[src/rtl/alu_a_sequencer.sv]
// ---------------------------------------------------------------------------
// alu_a_sequencer
//   Control FSM that sequences the ALU A-bus operand mux select and the
//   datapath register write enables (IDR, MDR, Rcol, Rrow). A burst moves
//   iter_count operands from one A-bus source to one destination register,
//   one iteration being SELECT -> EXEC (EXEC_CYCLES cycles) -> WB.
//
// Ports
//   clk         in   rising-edge clock
//   reset       in   asynchronous, active-high reset
//   start       in   burst request, sampled only in IDLE
//   src_sel     in   A-bus source: 0=zero,1=IDR,2=MDR,3=Rcol,4=Rrow (5-7 invalid)
//   dst_sel     in   writeback target: 0=IDR,1=MDR,2=Rcol,3=Rrow
//   iter_count  in   number of iterations in the burst
//   abort       in   cancel the burst in progress
//   alu_a_sel   out  ALU_Mux_A select
//   write_*     out  register write enables (one-hot, only in WB)
//   busy        out  high in every state except IDLE
//   done        out  one-cycle pulse at burst completion
//   err         out  one-cycle pulse on a start with an invalid src_sel
//   iter_idx    out  0-based index of the current iteration
// ---------------------------------------------------------------------------
module alu_a_sequencer #(
    parameter int CNT_W       = 4,
    parameter int EXEC_CYCLES = 1
) (
    input  logic             clk,
    input  logic             reset,
    input  logic             start,
    input  logic [2:0]       src_sel,
    input  logic [1:0]       dst_sel,
    input  logic [CNT_W-1:0] iter_count,
    input  logic             abort,
    output logic [2:0]       alu_a_sel,
    output logic             write_idr,
    output logic             write_mdr,
    output logic             write_rcol,
    output logic             write_rrow,
    output logic             busy,
    output logic             done,
    output logic             err,
    output logic [CNT_W-1:0] iter_idx
);

    localparam int EXEC_W = (EXEC_CYCLES > 1) ? $clog2(EXEC_CYCLES) : 1;
    localparam logic [EXEC_W-1:0] EXEC_LAST = EXEC_W'(EXEC_CYCLES - 1);

    typedef enum logic [2:0] {
        S_IDLE   = 3'd0,
        S_SELECT = 3'd1,
        S_EXEC   = 3'd2,
        S_WB     = 3'd3,
        S_DONE   = 3'd4
    } state_t;

    // One-hot write enable vector {rrow, rcol, mdr, idr} for a destination code
    function automatic logic [3:0] dst_onehot(input logic [1:0] d);
        logic [3:0] oh;
        case (d)
            2'd0:    oh = 4'b0001;
            2'd1:    oh = 4'b0010;
            2'd2:    oh = 4'b0100;
            2'd3:    oh = 4'b1000;
            default: oh = 4'b0000;
        endcase
        return oh;
    endfunction

    state_t            state_q,     state_d;
    logic [2:0]        src_q,       src_d;
    logic [1:0]        dst_q,       dst_d;
    logic [CNT_W-1:0]  count_q,     count_d;
    logic [CNT_W-1:0]  iter_idx_q,  iter_idx_d;
    logic [EXEC_W-1:0] exec_cnt_q,  exec_cnt_d;
    logic [2:0]        alu_a_sel_q, alu_a_sel_d;
    logic [3:0]        wr_q,        wr_d;
    logic              busy_q,      busy_d;
    logic              done_q,      done_d;
    logic              err_q,       err_d;

    // Next-state and next-output computation for the sequencer
    always_comb begin
        state_d     = state_q;
        src_d       = src_q;
        dst_d       = dst_q;
        count_d     = count_q;
        iter_idx_d  = iter_idx_q;
        exec_cnt_d  = exec_cnt_q;
        alu_a_sel_d = alu_a_sel_q;
        wr_d        = 4'b0000;
        busy_d      = busy_q;
        done_d      = 1'b0;
        err_d       = 1'b0;

        case (state_q)
            S_IDLE: begin
                // abort wins over start; a dropped start raises nothing
                if (start && !abort) begin
                    if (src_sel > 3'd4) begin
                        err_d = 1'b1;
                    end else if (iter_count == {CNT_W{1'b0}}) begin
                        state_d     = S_DONE;
                        done_d      = 1'b1;
                        busy_d      = 1'b1;
                        alu_a_sel_d = 3'd0;
                        iter_idx_d  = {CNT_W{1'b0}};
                    end else begin
                        state_d     = S_SELECT;
                        src_d       = src_sel;
                        dst_d       = dst_sel;
                        count_d     = iter_count;
                        iter_idx_d  = {CNT_W{1'b0}};
                        alu_a_sel_d = src_sel;
                        busy_d      = 1'b1;
                    end
                end else begin
                    busy_d      = 1'b0;
                    alu_a_sel_d = 3'd0;
                end
            end
            S_SELECT: begin
                if (abort) begin
                    state_d     = S_IDLE;
                    busy_d      = 1'b0;
                    alu_a_sel_d = 3'd0;
                end else begin
                    state_d    = S_EXEC;
                    exec_cnt_d = {EXEC_W{1'b0}};
                end
            end
            S_EXEC: begin
                if (abort) begin
                    state_d     = S_IDLE;
                    busy_d      = 1'b0;
                    alu_a_sel_d = 3'd0;
                end else if (exec_cnt_q == EXEC_LAST) begin
                    state_d = S_WB;
                    wr_d    = dst_onehot(dst_q);
                end else begin
                    exec_cnt_d = exec_cnt_q + EXEC_W'(1);
                end
            end
            S_WB: begin
                if (abort) begin
                    state_d     = S_IDLE;
                    busy_d      = 1'b0;
                    alu_a_sel_d = 3'd0;
                end else if (iter_idx_q == (count_q - CNT_W'(1))) begin
                    state_d     = S_DONE;
                    done_d      = 1'b1;
                    alu_a_sel_d = 3'd0;
                end else begin
                    state_d    = S_SELECT;
                    iter_idx_d = iter_idx_q + CNT_W'(1);
                end
            end
            S_DONE: begin
                state_d     = S_IDLE;
                busy_d      = 1'b0;
                alu_a_sel_d = 3'd0;
            end
            default: begin
                state_d     = S_IDLE;
                busy_d      = 1'b0;
                alu_a_sel_d = 3'd0;
            end
        endcase
    end

    // State and registered-output flops with asynchronous reset
    always_ff @(posedge clk or posedge reset) begin
        if (reset) begin
            state_q     <= S_IDLE;
            src_q       <= 3'd0;
            dst_q       <= 2'd0;
            count_q     <= {CNT_W{1'b0}};
            iter_idx_q  <= {CNT_W{1'b0}};
            exec_cnt_q  <= {EXEC_W{1'b0}};
            alu_a_sel_q <= 3'd0;
            wr_q        <= 4'b0000;
            busy_q      <= 1'b0;
            done_q      <= 1'b0;
            err_q       <= 1'b0;
        end else begin
            state_q     <= state_d;
            src_q       <= src_d;
            dst_q       <= dst_d;
            count_q     <= count_d;
            iter_idx_q  <= iter_idx_d;
            exec_cnt_q  <= exec_cnt_d;
            alu_a_sel_q <= alu_a_sel_d;
            wr_q        <= wr_d;
            busy_q      <= busy_d;
            done_q      <= done_d;
            err_q       <= err_d;
        end
    end

    // abort suppresses a pending writeback within the same cycle
    assign write_idr  = wr_q[0] & ~abort;
    assign write_mdr  = wr_q[1] & ~abort;
    assign write_rcol = wr_q[2] & ~abort;
    assign write_rrow = wr_q[3] & ~abort;
    assign alu_a_sel  = alu_a_sel_q;
    assign busy       = busy_q;
    assign done       = done_q;
    assign err        = err_q;
    assign iter_idx   = iter_idx_q;

endmodule

[config.mk]
export PLATFORM = sky130hd
export DESIGN_NAME = alu_a_sequencer
export DESIGN_NICKNAME = d
export VERILOG_FILES = /design/src/rtl/alu_a_sequencer.sv
export SDC_FILE = /design/constraint.sdc
export NUM_CORES = 1
export LEC_CHECK = 0
export ABC_AREA = 1
export CAP_MARGIN = 20
export CORE_AREA = 2 2 76 56
export DETAILED_ROUTE_END_ITERATION = 8
export DIE_AREA = 0 0 78 58
export PLACE_DENSITY_LB_ADDON = 0.05
export SYNTH_ARGS = -nofsm -noshare
export SYNTH_HDL_FRONTEND = slang
export SYNTH_SLANG_ARGS = --single-unit
[constraint.sdc]
create_clock -name clk -period 1.9 [get_ports clk]
set_input_delay 0.57 -clock clk [delete_from_list [all_inputs] [get_ports clk]]
set_output_delay 0.57 -clock clk [all_outputs]
set_load 0.01 [all_outputs]
# --- Word-level counts from Yosys, hierarchy flattened ---
# Index checks and enable logic that the tools add are counted.
op_classes:
  n_lt_le_gt_ge: 1
  n_bitwise: 7
  eq_ne: 18
  n_mux: 42
  n_reduce_logical: 15
  addsub: 3
op_table:
  columns: ["cell", "count"]
  rows:
  - ["$mux W3", 13]
  - ["$mux W4", 7]
  - ["$pmux W4 S4", 1]
  - ["$mux W1", 14]
  - ["$ne A2 B2 Y1 const B", 6]
  - ["$pmux W3 S4", 1]
  - ["$ne A3 B3 Y1 const B", 3]
  - ["$pmux W3 S3", 1]
  - ["$reduce_and A3 Y1", 3]
  - ["$pmux W4 S2", 1]
  - ["$eq A3 B2 Y1 const B", 2]
  - ["$pmux W1 S2", 3]
  - ["$reduce_and A5 Y1", 1]
  - ["$add A4 B1 Y4 const B", 1]
  - ["$and A1 B1 Y1", 4]
  - ["$eq A2 B2 Y1 const B", 2]
  - ["$eq A4 B4 Y1", 1]
  - ["$logic_not A4 Y1", 1]
  - ["$ne A2 B1 Y1 const B", 2]
  - ["$reduce_and A4 Y1", 1]
  - ["$reduce_bool A2 Y1", 2]
  - ["$sub A4 B1 Y4 const B", 1]
  - ["$eq A3 B1 Y1 const B", 1]
  - ["$gt A3 B3 Y1 const B", 1]
  - ["11 further kinds", 13]
word_totals:
  in_bits: 13
  elab_cells: 96
  reg_bits: 24

# --- Depth between registers and ports, before layout ---
# Gate-level depths: netlist of the first run.
depth:
  ltp_word: 5
  depth_mapped: 12
  mapped_depth_nobuf: 12

# --- Worst setup path before layout of the first run ---
# Ideal clock, no wire load.
synth_timing:
  path_kind: "flip-flop to flip-flop"
  start: "register count_q[0]"
  end: "register alu_a_sel_q[0], in the netlist alu_a_sel[0]"
  period_less_slack_ns: 1.472
  path_slack_ns: 0.428
  n_path_buf: 0
  arrival_time_ns: 1.355
  t_required_ns: 1.783
  path_stages_with_launch: 10
  cell_sequence: "dfrtp_1 > inv_1 > ha_1 > xnor2_1 > nor2_1 > nand3_2 > nand2_2 > nand2_2 > nand2_1 > nand2_1"
synth_via:
  elab_chain_cells: 4
synth_lines:
  columns: ["element", "line", "source"]
  rows:
  - ["start: declaration", "72", "logic [CNT_W-1:0] count_q, count_d;"]
  - ["start signal: assignment", "176", "count_q <= {CNT_W{1'b0}};"]
  - ["start signal: assignment", "188", "count_q <= count_d;"]
  - ["$sub A4 B1 Y4", "148", "end else if (iter_idx_q == (count_q - CNT_W'(1))) begin"]
  - ["$eq A4 B4 Y1", "148", null]
  - ["$ne A3 B3 Y1 (no source line)", null, null]
  - ["$reduce_and A3 Y1 (no source line)", null, null]
  - ["end signal: assignment", "191", "alu_a_sel_q <= alu_a_sel_d;"]
  - ["end: declaration", "75", "logic [2:0] alu_a_sel_q, alu_a_sel_d;"]
# Every way passes these cells.
# A chain may end at the register's enable or synchronous reset.

# --- Worst setup path in the final report of the first run ---
layout_timing:
  start: "register iter_idx_q[3], in the netlist iter_idx[3]"
  end: "output iter_idx[3]"
layout_rtl:
  columns: ["element", "line", "source"]
  rows:
  - ["start: declaration", "73", "logic [CNT_W-1:0] iter_idx_q, iter_idx_d;"]
  - ["start signal: assignment", "177", "iter_idx_q <= {CNT_W{1'b0}};"]
  - ["start signal: assignment", "189", "iter_idx_q <= iter_idx_d;"]
  - ["end: declaration", "42", "output logic [CNT_W-1:0] iter_idx"]
# No word-level cell between the ends.

==> results of run 1 <==
## kinds of logic (layout without fill, tap and decap cells)
kind of cell,Yosys count,count (layout),share of synthesized area [%]
DFF,23,23,44.49
and+or+nand+nor,92,92,37.91
xor gates and xnor gates,4,4,2.708
buffers and inverters,24,63,7.543
AOI/OAI and AO/OA,11,11,5.415
adders and majority gates,2,2,1.934
## worst min path at each step
stage                                    start                 to  cells after the start
after global routing      dst_q[1]$_DFFE_PP0P_  wr_q[1]$_DFF_PP0_                      1
final                     dst_q[1]$_DFFE_PP0P_  wr_q[0]$_DFF_PP0_                      1
after detailed placement  dst_q[1]$_DFFE_PP0P_  wr_q[0]$_DFF_PP0_                      1
after global placement    dst_q[1]$_DFFE_PP0P_  wr_q[0]$_DFF_PP0_                      1
after floorplan           dst_q[1]$_DFFE_PP0P_  wr_q[0]$_DFF_PP0_                      1
after CTS                 dst_q[1]$_DFFE_PP0P_  wr_q[0]$_DFF_PP0_                      1
## layout make-up
type	count	area, um2	area share [%]
timing repair buffer	36	341.6	19.64
inverter	23	86.33	4.964
sequential	23	580.6	33.38
multi-input combinational	109	620.6	35.68
clock buffer	4	45.04	2.590
tap	52	65.06	3.741
## state kept, by name (all words and copies together) (netlist names), 2 cells and up
signal	count
state_q	3
count_q	4
wr_q	4
dst_q	2
iter_idx	4
alu_a_sel	3
## stage by stage
stage                     worst slack, ps  power (mW)  TNS [ps]  std cells  util [%]
after floorplan                     428.1       1.291         0        156         -
after global routing                6.323       2.003         0        247     45.72
after detailed placement           -412.3       1.543     -4178        243     44.57
after global placement             -395.9       1.539     -3818        243     44.57
final                               75.50       1.835         0        247     45.72
after CTS                           10.32       1.857         0        247     45.59
## cells in the mapped netlist
cell     instances
buf_6            1
nand3_4          1
nor2_1          15
nand3_1         12
nor2_4           2
xnor2_1          3
nor3_2           1
nand4_1          2
nor3_1           5
nand3_2          1
nand2_2          8
o21ai_0          4
o21ai_2          4
xor2_1           1
a21oi_1          1
nand2_1         35
ha_1             2
inv_1           18
o21ai_1          2
nor3_4           1
nor2_2           3
nand2_4          4
dfrtp_1         23
inv_2            5
nor3b_1          2
## power by group through the flow
stage / registers [mW] / logic, mW / clock network, mW
6_report: 0.696 / 0.832 / 0.306
2_1_floorplan: 0.694 / 0.597 / 0
3_5_place_dp: 0.703 / 0.840 / 0
3_3_place_gp: 0.701 / 0.837 / 0
4_1_cts: 0.694 / 0.841 / 0.321
5_1_grt: 0.716 / 0.951 / 0.336
## cells in the final DEF, fill, tap and decap left out, drive strengths merged
cell type      netlist  final
clkbuf               0      4
dfrtp               23     23
ha                   2      2
inv                 23     23
a21oi                1      1
nand4                2      2
clkdlybuf4s50        0     21
nor2                20     20
xnor2                3      3
nor3                 7      7
xor2                 1      1
nor3b                2      2
dlygate4sd2          0      5
nand2               47     47
nand3               14     14
o21ai               10     10
buf                  1     10
## metal layers
layer	GRT usage [%]	vias up	part of all wire (%)	routed length (um)
met5	0	-	0	0
met3	3.738	2	4.4	116
met1	19.20	474	54	1447
li1	-	566	-	-
met2	20.32	18	41	1081
met4	3.509	0	0.60	16
==> flow_summary.ini, run 1 <==
[clock_tree]
cts_made_buffers = 3
ctsHoldBuffers = 0
cts-htree-levels = 1
root_buffer = clkbuf_8
cts_tree = yes
cts.path.max_buffers = 2
clock_sinks = 23
clk_latency_ps = 260
cts-resized-gates = 5
cts_setup_buffers = 0
path_clk_slew_ps = 80

[worst_setup_path]
path_class = register to output pin
worstReg2RegStart = count_q[0]$_DFFE_PP0P_
end_kind = output pin
worstPathCellList = clkdlybuf4s50_1
crit_path_start = iter_idx[3]$_DFFE_PP0P_
critPathMaxStageDelay_ps = 560
cp.required_ps = 1330
cp_slowest_cell = clkdlybuf4s50_1
r2r_end = alu_a_sel[1]$_DFFE_PP0P_
r2r_cells = 9
worst_setup_path_start_kind = register
crit_cells = 1
crit_path_max_fanout = 5
reg2reg_slack_ps = 230
cp.arrival_ps = 1250
cp.buffers_inverters = 1
critPathTopFamily = buffers and inverters
crit_end = iter_idx[3]

[drt]
vias_per_cell = 4.291
drt-wirelength-per-cell_um = 10.78
first_iter_violations = 34
drt_wl_total_um = 2662
dr.pass1.iters = 4
vias = 1060
ant_nets = 0
drc = 0

[logic_synthesis]
syn-cell-area_um2 = 1294
synth_nets = 171
yosys.area.top_type = dfrtp_1
yosysTopAreaCellShare_pct = 44.49
ys_warn_count = 0
synth_seq_area_share_pct = 44.49
synth.distinct_cells = 25
yosys-top-cells-area = dfrtp_1 (44%), nand2_1 (10%), inv_1 (5.2%)
ys_seq_elements = 23
synth_cells = 156
avgSynthCellArea_um2 = 8.293

[placed_design]
routabilityCongestion = 0.7975
dpl_cell_area_um2 = 1695
hpwl_um = 2106
port_buffers = 26

[power]
p_clk_share_pct = 16.7
ir_worst_vdd_v = 0.0004138
p_comb_share_pct = 45.3
p_int_mw = 1.113
netSwitchingPower_mw = 0.7215
power_density_nw_per_um2 = 1055
p_sw_share_pct = 39.32
power_frac_seq_pct = 38.0
p_leak_nw = 0.8353

[worst_hold_path]
hp-class = register to register

[grt]
grt_pass1_vias = 1099
grt_antenna_before_repair = 0
grt_overflow_total = 0
grt_max_degree = 24
grtUsageTotal_pct = 13.43
grt_pass1_wl_um = 4767

[floorplan]
num_rows = 19
start_util_pct = 34.01
core_area_um2 = 3804
io_pins = 27
die_area_um2 = 4524
die-height_um = 58
die_x_um = 78

[sta]
hold_viol = 0
max_freq_mhz = 548.1
clock_skew_ps = 3.199
setup_viol = 0
max_slew_margin_pct = 80.18
worst_slew_pin_slew_ps = 297.3
min_period_ps = 1824
whs_ps = 463.1
rsz0062_at_grt = no
period_share_pct = 96.03
report.final.slew_viol_count = 0

[layout]
antennaDiodeCount = 0
fin_nets = 211
syn_to_final_growth_pct = 34.43
design_area_um2 = 1739
fill_cells = 393
final_layout_size_suffix_gt1_share_pct = 24.10

[status]
outcome = completed

[flow_run]
maxCapViolCount = 0
(Power assumes the default switching activity.)
==> run 2, diff against run 1 <==
--- a/config.mk
+++ b/config.mk
@@ -10,6 +10,7 @@
 export CORE_AREA = 2 2 76 56
 export DETAILED_ROUTE_END_ITERATION = 8
 export DIE_AREA = 0 0 78 58
+export HOLD_SLACK_MARGIN = 0.08
 export PLACE_DENSITY_LB_ADDON = 0.05
 export SYNTH_ARGS = -nofsm -noshare
 export SYNTH_HDL_FRONTEND = slang
==> results of run 2 <==
The final DEF is identical to that of run 1; final timing and power are the same.
==> run 3, diff against run 2 <==
--- a/config.mk
+++ b/config.mk
@@ -15,3 +15,4 @@
 export SYNTH_ARGS = -nofsm -noshare
 export SYNTH_HDL_FRONTEND = slang
 export SYNTH_SLANG_ARGS = --single-unit
+export TNS_END_PERCENT = 50
==> results of run 3 <==
The final DEF is identical to that of run 1; final timing and power are the same.
